### config.mk
export PLATFORM = sky130hd
export DESIGN_NAME = data_mem_arbiter
export DESIGN_NICKNAME = d
export VERILOG_FILES = /design/src/rtl/data_mem_arb_pkg.sv /design/src/rtl/rr_arb2.sv /design/src/rtl/data_mem_arbiter.sv
export SDC_FILE = /design/constraint.sdc
export NUM_CORES = 1
export LEC_CHECK = 0
export ABC_AREA = 1
export ABC_CLOCK_PERIOD_IN_PS = 2800
export BUFFER_PORTS_ARGS = -buffer_cell sky130_fd_sc_hd__buf_2
export CORE_AREA = 2 2 121 123
export DETAILED_ROUTE_END_ITERATION = 8
export DIE_AREA = 0 0 123 125
export PLACE_DENSITY = 0.85
export SETUP_SLACK_MARGIN = 0.15
export SLEW_MARGIN = 20
export SYNTH_ARGS = -nofsm -noshare
export SYNTH_HDL_FRONTEND = slang
export SYNTH_SLANG_ARGS = --single-unit
### constraint.sdc
create_clock -name clk -period 2.8 [get_ports clk]
set_input_delay 0.28 -clock clk [delete_from_list [all_inputs] [get_ports clk]]
set_output_delay 0.28 -clock clk [all_outputs]
set_load 0.1 [all_outputs]
### src/rtl/data_mem_arb_pkg.sv
// Shared types and constants for the two-port data memory arbiter.
package data_mem_arb_pkg;

    typedef enum logic [1:0] {
        IDLE  = 2'd0,
        ISSUE = 2'd1,
        WAIT  = 2'd2,
        RESP  = 2'd3
    } arb_state_t;

    localparam logic PORT_CPU = 1'b0;
    localparam logic PORT_AUX = 1'b1;

    localparam int DEFAULT_TIMEOUT_CYCLES = 15;

endpackage

### src/rtl/rr_arb2.sv
// Combinational two-way round-robin pick: on a tie the port that did not win last time goes.
module rr_arb2
    import data_mem_arb_pkg::*;
(
    input  logic [1:0] req,
    input  logic       last_grant,
    output logic [1:0] grant
);

    // One-hot grant; a lone requester always wins, a tie goes to the port other than last_grant.
    always_comb begin
        grant = 2'b00;
        case (req)
            2'b01:   grant = 2'b01;
            2'b10:   grant = 2'b10;
            2'b11:   grant = (last_grant == PORT_AUX) ? 2'b01 : 2'b10;
            default: grant = 2'b00;
        endcase
    end

endmodule

### src/rtl/data_mem_arbiter.sv
// Shares data_mem between the CPU data port and an auxiliary master, turning level
// req/ack handshakes into one-cycle memread/memwrite strobes and watching clk_stall.
module data_mem_arbiter
    import data_mem_arb_pkg::*;
#(
    parameter int TIMEOUT_CYCLES = DEFAULT_TIMEOUT_CYCLES
) (
    input  logic        clk,
    input  logic        rst_n,

    input  logic        p0_req,
    input  logic        p0_we,
    input  logic [31:0] p0_addr,
    input  logic [31:0] p0_wdata,
    input  logic [3:0]  p0_sign_mask,
    output logic        p0_ack,
    output logic        p0_err,
    output logic [31:0] p0_rdata,

    input  logic        p1_req,
    input  logic        p1_we,
    input  logic [31:0] p1_addr,
    input  logic [31:0] p1_wdata,
    input  logic [3:0]  p1_sign_mask,
    output logic        p1_ack,
    output logic        p1_err,
    output logic [31:0] p1_rdata,

    output logic [31:0] mem_addr,
    output logic [31:0] mem_write_data,
    output logic [3:0]  mem_sign_mask,
    output logic        mem_memread,
    output logic        mem_memwrite,
    input  logic [31:0] mem_read_data,
    input  logic        mem_clk_stall
);

    localparam int CW = $clog2(TIMEOUT_CYCLES + 1);

    arb_state_t  state;
    logic        last_grant;
    logic        winner;
    logic        we_r;
    logic [CW-1:0] cnt;
    logic [CW-1:0] cnt_next;

    logic [1:0]  grant;
    logic        sel;
    logic        sel_we;
    logic [31:0] sel_addr;
    logic [31:0] sel_wdata;
    logic [3:0]  sel_mask;

    rr_arb2 u_rr_arb2 (
        .req        ({p1_req, p0_req}),
        .last_grant (last_grant),
        .grant      (grant)
    );

    assign cnt_next = cnt + 1'b1;

    // Route the winning port's request fields toward the latches.
    always_comb begin
        sel       = grant[1];
        sel_we    = sel ? p1_we        : p0_we;
        sel_addr  = sel ? p1_addr      : p0_addr;
        sel_wdata = sel ? p1_wdata     : p0_wdata;
        sel_mask  = sel ? p1_sign_mask : p0_sign_mask;
    end

    // Arbiter FSM with watchdog, request latches and registered strobes/acks.
    always_ff @(posedge clk or negedge rst_n) begin
        if (!rst_n) begin
            state          <= IDLE;
            last_grant     <= PORT_AUX;
            winner         <= PORT_CPU;
            we_r           <= 1'b0;
            cnt            <= '0;
            p0_ack         <= 1'b0;
            p0_err         <= 1'b0;
            p0_rdata       <= '0;
            p1_ack         <= 1'b0;
            p1_err         <= 1'b0;
            p1_rdata       <= '0;
            mem_addr       <= '0;
            mem_write_data <= '0;
            mem_sign_mask  <= '0;
            mem_memread    <= 1'b0;
            mem_memwrite   <= 1'b0;
        end else begin
            p0_ack       <= 1'b0;
            p0_err       <= 1'b0;
            p1_ack       <= 1'b0;
            p1_err       <= 1'b0;
            mem_memread  <= 1'b0;
            mem_memwrite <= 1'b0;
            case (state)
                IDLE: begin
                    if (!mem_clk_stall && (grant != 2'b00)) begin
                        winner         <= sel;
                        last_grant     <= sel;
                        we_r           <= sel_we;
                        mem_addr       <= sel_addr;
                        mem_write_data <= sel_wdata;
                        mem_sign_mask  <= sel_mask;
                        mem_memread    <= ~sel_we;
                        mem_memwrite   <= sel_we;
                        state          <= ISSUE;
                    end
                end
                ISSUE: begin
                    cnt   <= '0;
                    state <= WAIT;
                end
                WAIT: begin
                    cnt <= cnt_next;
                    if ((cnt != '0) && !mem_clk_stall) begin
                        if (!we_r) begin
                            if (winner == PORT_AUX) p1_rdata <= mem_read_data;
                            else                    p0_rdata <= mem_read_data;
                        end
                        if (winner == PORT_AUX) p1_ack <= 1'b1;
                        else                    p0_ack <= 1'b1;
                        state <= RESP;
                    end else if (cnt_next == CW'(TIMEOUT_CYCLES)) begin
                        if (winner == PORT_AUX) begin
                            p1_ack <= 1'b1;
                            p1_err <= 1'b1;
                        end else begin
                            p0_ack <= 1'b1;
                            p0_err <= 1'b1;
                        end
                        state <= RESP;
                    end
                end
                RESP: begin
                    state <= IDLE;
                end
                default: begin
                    state <= IDLE;
                end
            endcase
        end
    end

endmodule

==> results.toml <==
[setup_path]
critPathMaxFanout = 64
path_class = "reg2reg"
slowest_stage = "nand4_4"
start_kind = "flop"
cpPeakStageDelay_ns = 0.86
critical_path_arrival_ns = 2.60
worstPathCellList = "inv_1 -> ha_1 -> nand4_4 -> nand2_1 -> o21ai_2"
required_ns = 3.06
crit_path_end_kind = "flop"

[floorplan]
die_y_um = 125
die_area_mm2 = 0.0154
fp.coreArea_mm2 = 0.0142
start_util = 0.458
die_w_um = 123
io_pins = 313
fp-row-count = 44

[logic_synthesis]
synth_cells = 700
synth_area_per_cell_um2 = 9.29
syn_area_mm2 = 0.00650
ys_seq_area_frac = 0.566
yosys_warnings = 0
yosys_register_bits = 147
yosysUniqueCellTypes = 28
synth_nets = 880

[cts]
clkTransAtPathRegs_ns = 0.07
post_cts_buffers = 0
clk_path_buf_depth = 2
ctsHoldBuffers = 1
cts-resized-gates = 0
clock_latency_ns = 0.41
cts_tree = "yes"
cts_made_buffers = 17
cts.sinks = 147
clockRootBuffer = "clkbuf_16"
htreeDepth = 4

[run]
cap_violations = 0

[placed_design]
io_buffers = 312
hpwl_um = 13300
gp_congestion = 0.919

[detailed_routing]
via_per_inst = 5.16
dr.pass1.iters = 5
drtIter0Drc = 398
vias = 6145
ant_nets = 0
wirelength_um = 19100
drc = 0
wl_per_cell_um = 16.0

[timing]
clock.fmax_mhz = 428
worstMarginPinSlew_ns = 1.02
finClkSkew_ns = 0.0122
period_share = 0.835
fin_tns_setup_ns = 0
setup_violations = 0
drv_slew = 0
maxSlewHeadroom = 0.317
hold_viol = 0
rsz0062_at_grt = "false"
finalCriticalPeriod_ns = 2.34

[grt]
grt_pass1_vias = 5757
grtUsageTotal = 0.245
grt_max_degree = 74
antenna_found_initial = 3
overflow = 0
grt_pass1_wl_um = 29400

[layout]
final_common_cell = "buf_2"
drive_gt1_frac = 0.406
fin_nets = 1171
area_growth_pct = 34.5
final_cell_mix = "buf_2, o21ai_0, dfrtp_1"

[status]
run_status = "finished clean"

[min_path]
hold_class = "in2reg"
-- metal layers --
metal	up-vias	global-route usage	routed length, µm
li1	2935	-	-
met5	-	0	13
met4	2	0.0936	503
met3	40	0.0899	2010
met2	316	0.396	9230
met1	2852	0.299	7330
-- area by class of cell --
cell class                      count  area, µm²
Multi-Input combinational cell    457       2360
Antenna cell                        3       7.51
Fill cell                        1219       5450
Clock buffer                       20        457
Inverter                           47        179
Clock inverter                     12        176
Tap cell                          184        230
Sequential cell                   147       3680
Timing Repair Buffer              321       1660
-- flip-flops by register name, indices dropped and copies added (netlist names) --
signal	cells
last_grant	1
p1_err	1
mem_memread	1
winner	1
mem_memwrite	1
mem_write_data	32
mem_addr	32
p1_ack	1
p0_rdata	32
state	2
we_r	1
cnt	4
p0_err	1
p1_rdata	32
mem_sign_mask	4
p0_ack	1
-- synthesized netlist by cell type (all sizes together) --
master	instances	area share
a21oi	2	0.0015
buf	22	0.028
clkbuf	27	0.016
dfrtp	146	0.56
dfstp	1	0.0040
ha	5	0.0096
inv	47	0.028
nand2	88	0.052
nand3	9	0.0077
nand4	3	0.0075
nor2	72	0.043
nor3	1	0.00077
o21ai	275	0.24
o22ai	1	0.00096
or2	1	0.00096
-- metrics by stage --
step | cell area, µm² | worst slack (ns) | hold slack, ns | instances | util
final | 8750 | 0.462 | 0.120 | 1191 | 0.616
after global routing | 8750 | 0.240 | 0.117 | 1189 | 0.616
after CTS | 8740 | 0.467 | 0.101 | 1188 | 0.616
after detailed placement | 8100 | 0.470 | 0.348 | 1155 | 0.570
after global placement | 8100 | 0.621 | 0.343 | 1155 | 0.570
after floorplan | 6500 | 1.33 | -0.0156 | 700 | -
-- logic make-up after synthesis --
kind of cell               synth area share
AOI/OAI and AO/OA                     0.241
adders and majority gates           0.00962
buffers and inverters                0.0716
DFF                                   0.566
and+or+nand+nor                       0.112
-- worst max-delay path: cells and delay by family (launching register included) --
family,cells,cell delay [ns]
and+or+nand+nor,2,1.16
AOI/OAI and AO/OA,1,0.08
adders and majority gates,1,0.43
buffers and inverters,1,0.09
DFF,1,0.38
-- worst paths after layout --
kind | from | endpoint | slack [ns] | cells after the start
worst max-delay path | state[0] | p1_rdata[24] | 0.46 | 5
worst min-delay path | p1_addr[6] | mem_addr[6] | 0.12 | 3
worst max register to register | state[0] | p1_rdata[24] | 0.46 | 5
worst min register to register | p0_rdata[26] | p0_rdata[26] | 0.47 | 2
max in group asynchronous | rst_n | p1_rdata[1] | 1.57 | 3
min in group asynchronous | rst_n | p1_rdata[11] | 0.47 | 2
Power is not shown: default switching activity piles up to over one toggle a cycle in this logic, so the estimate is an artifact.
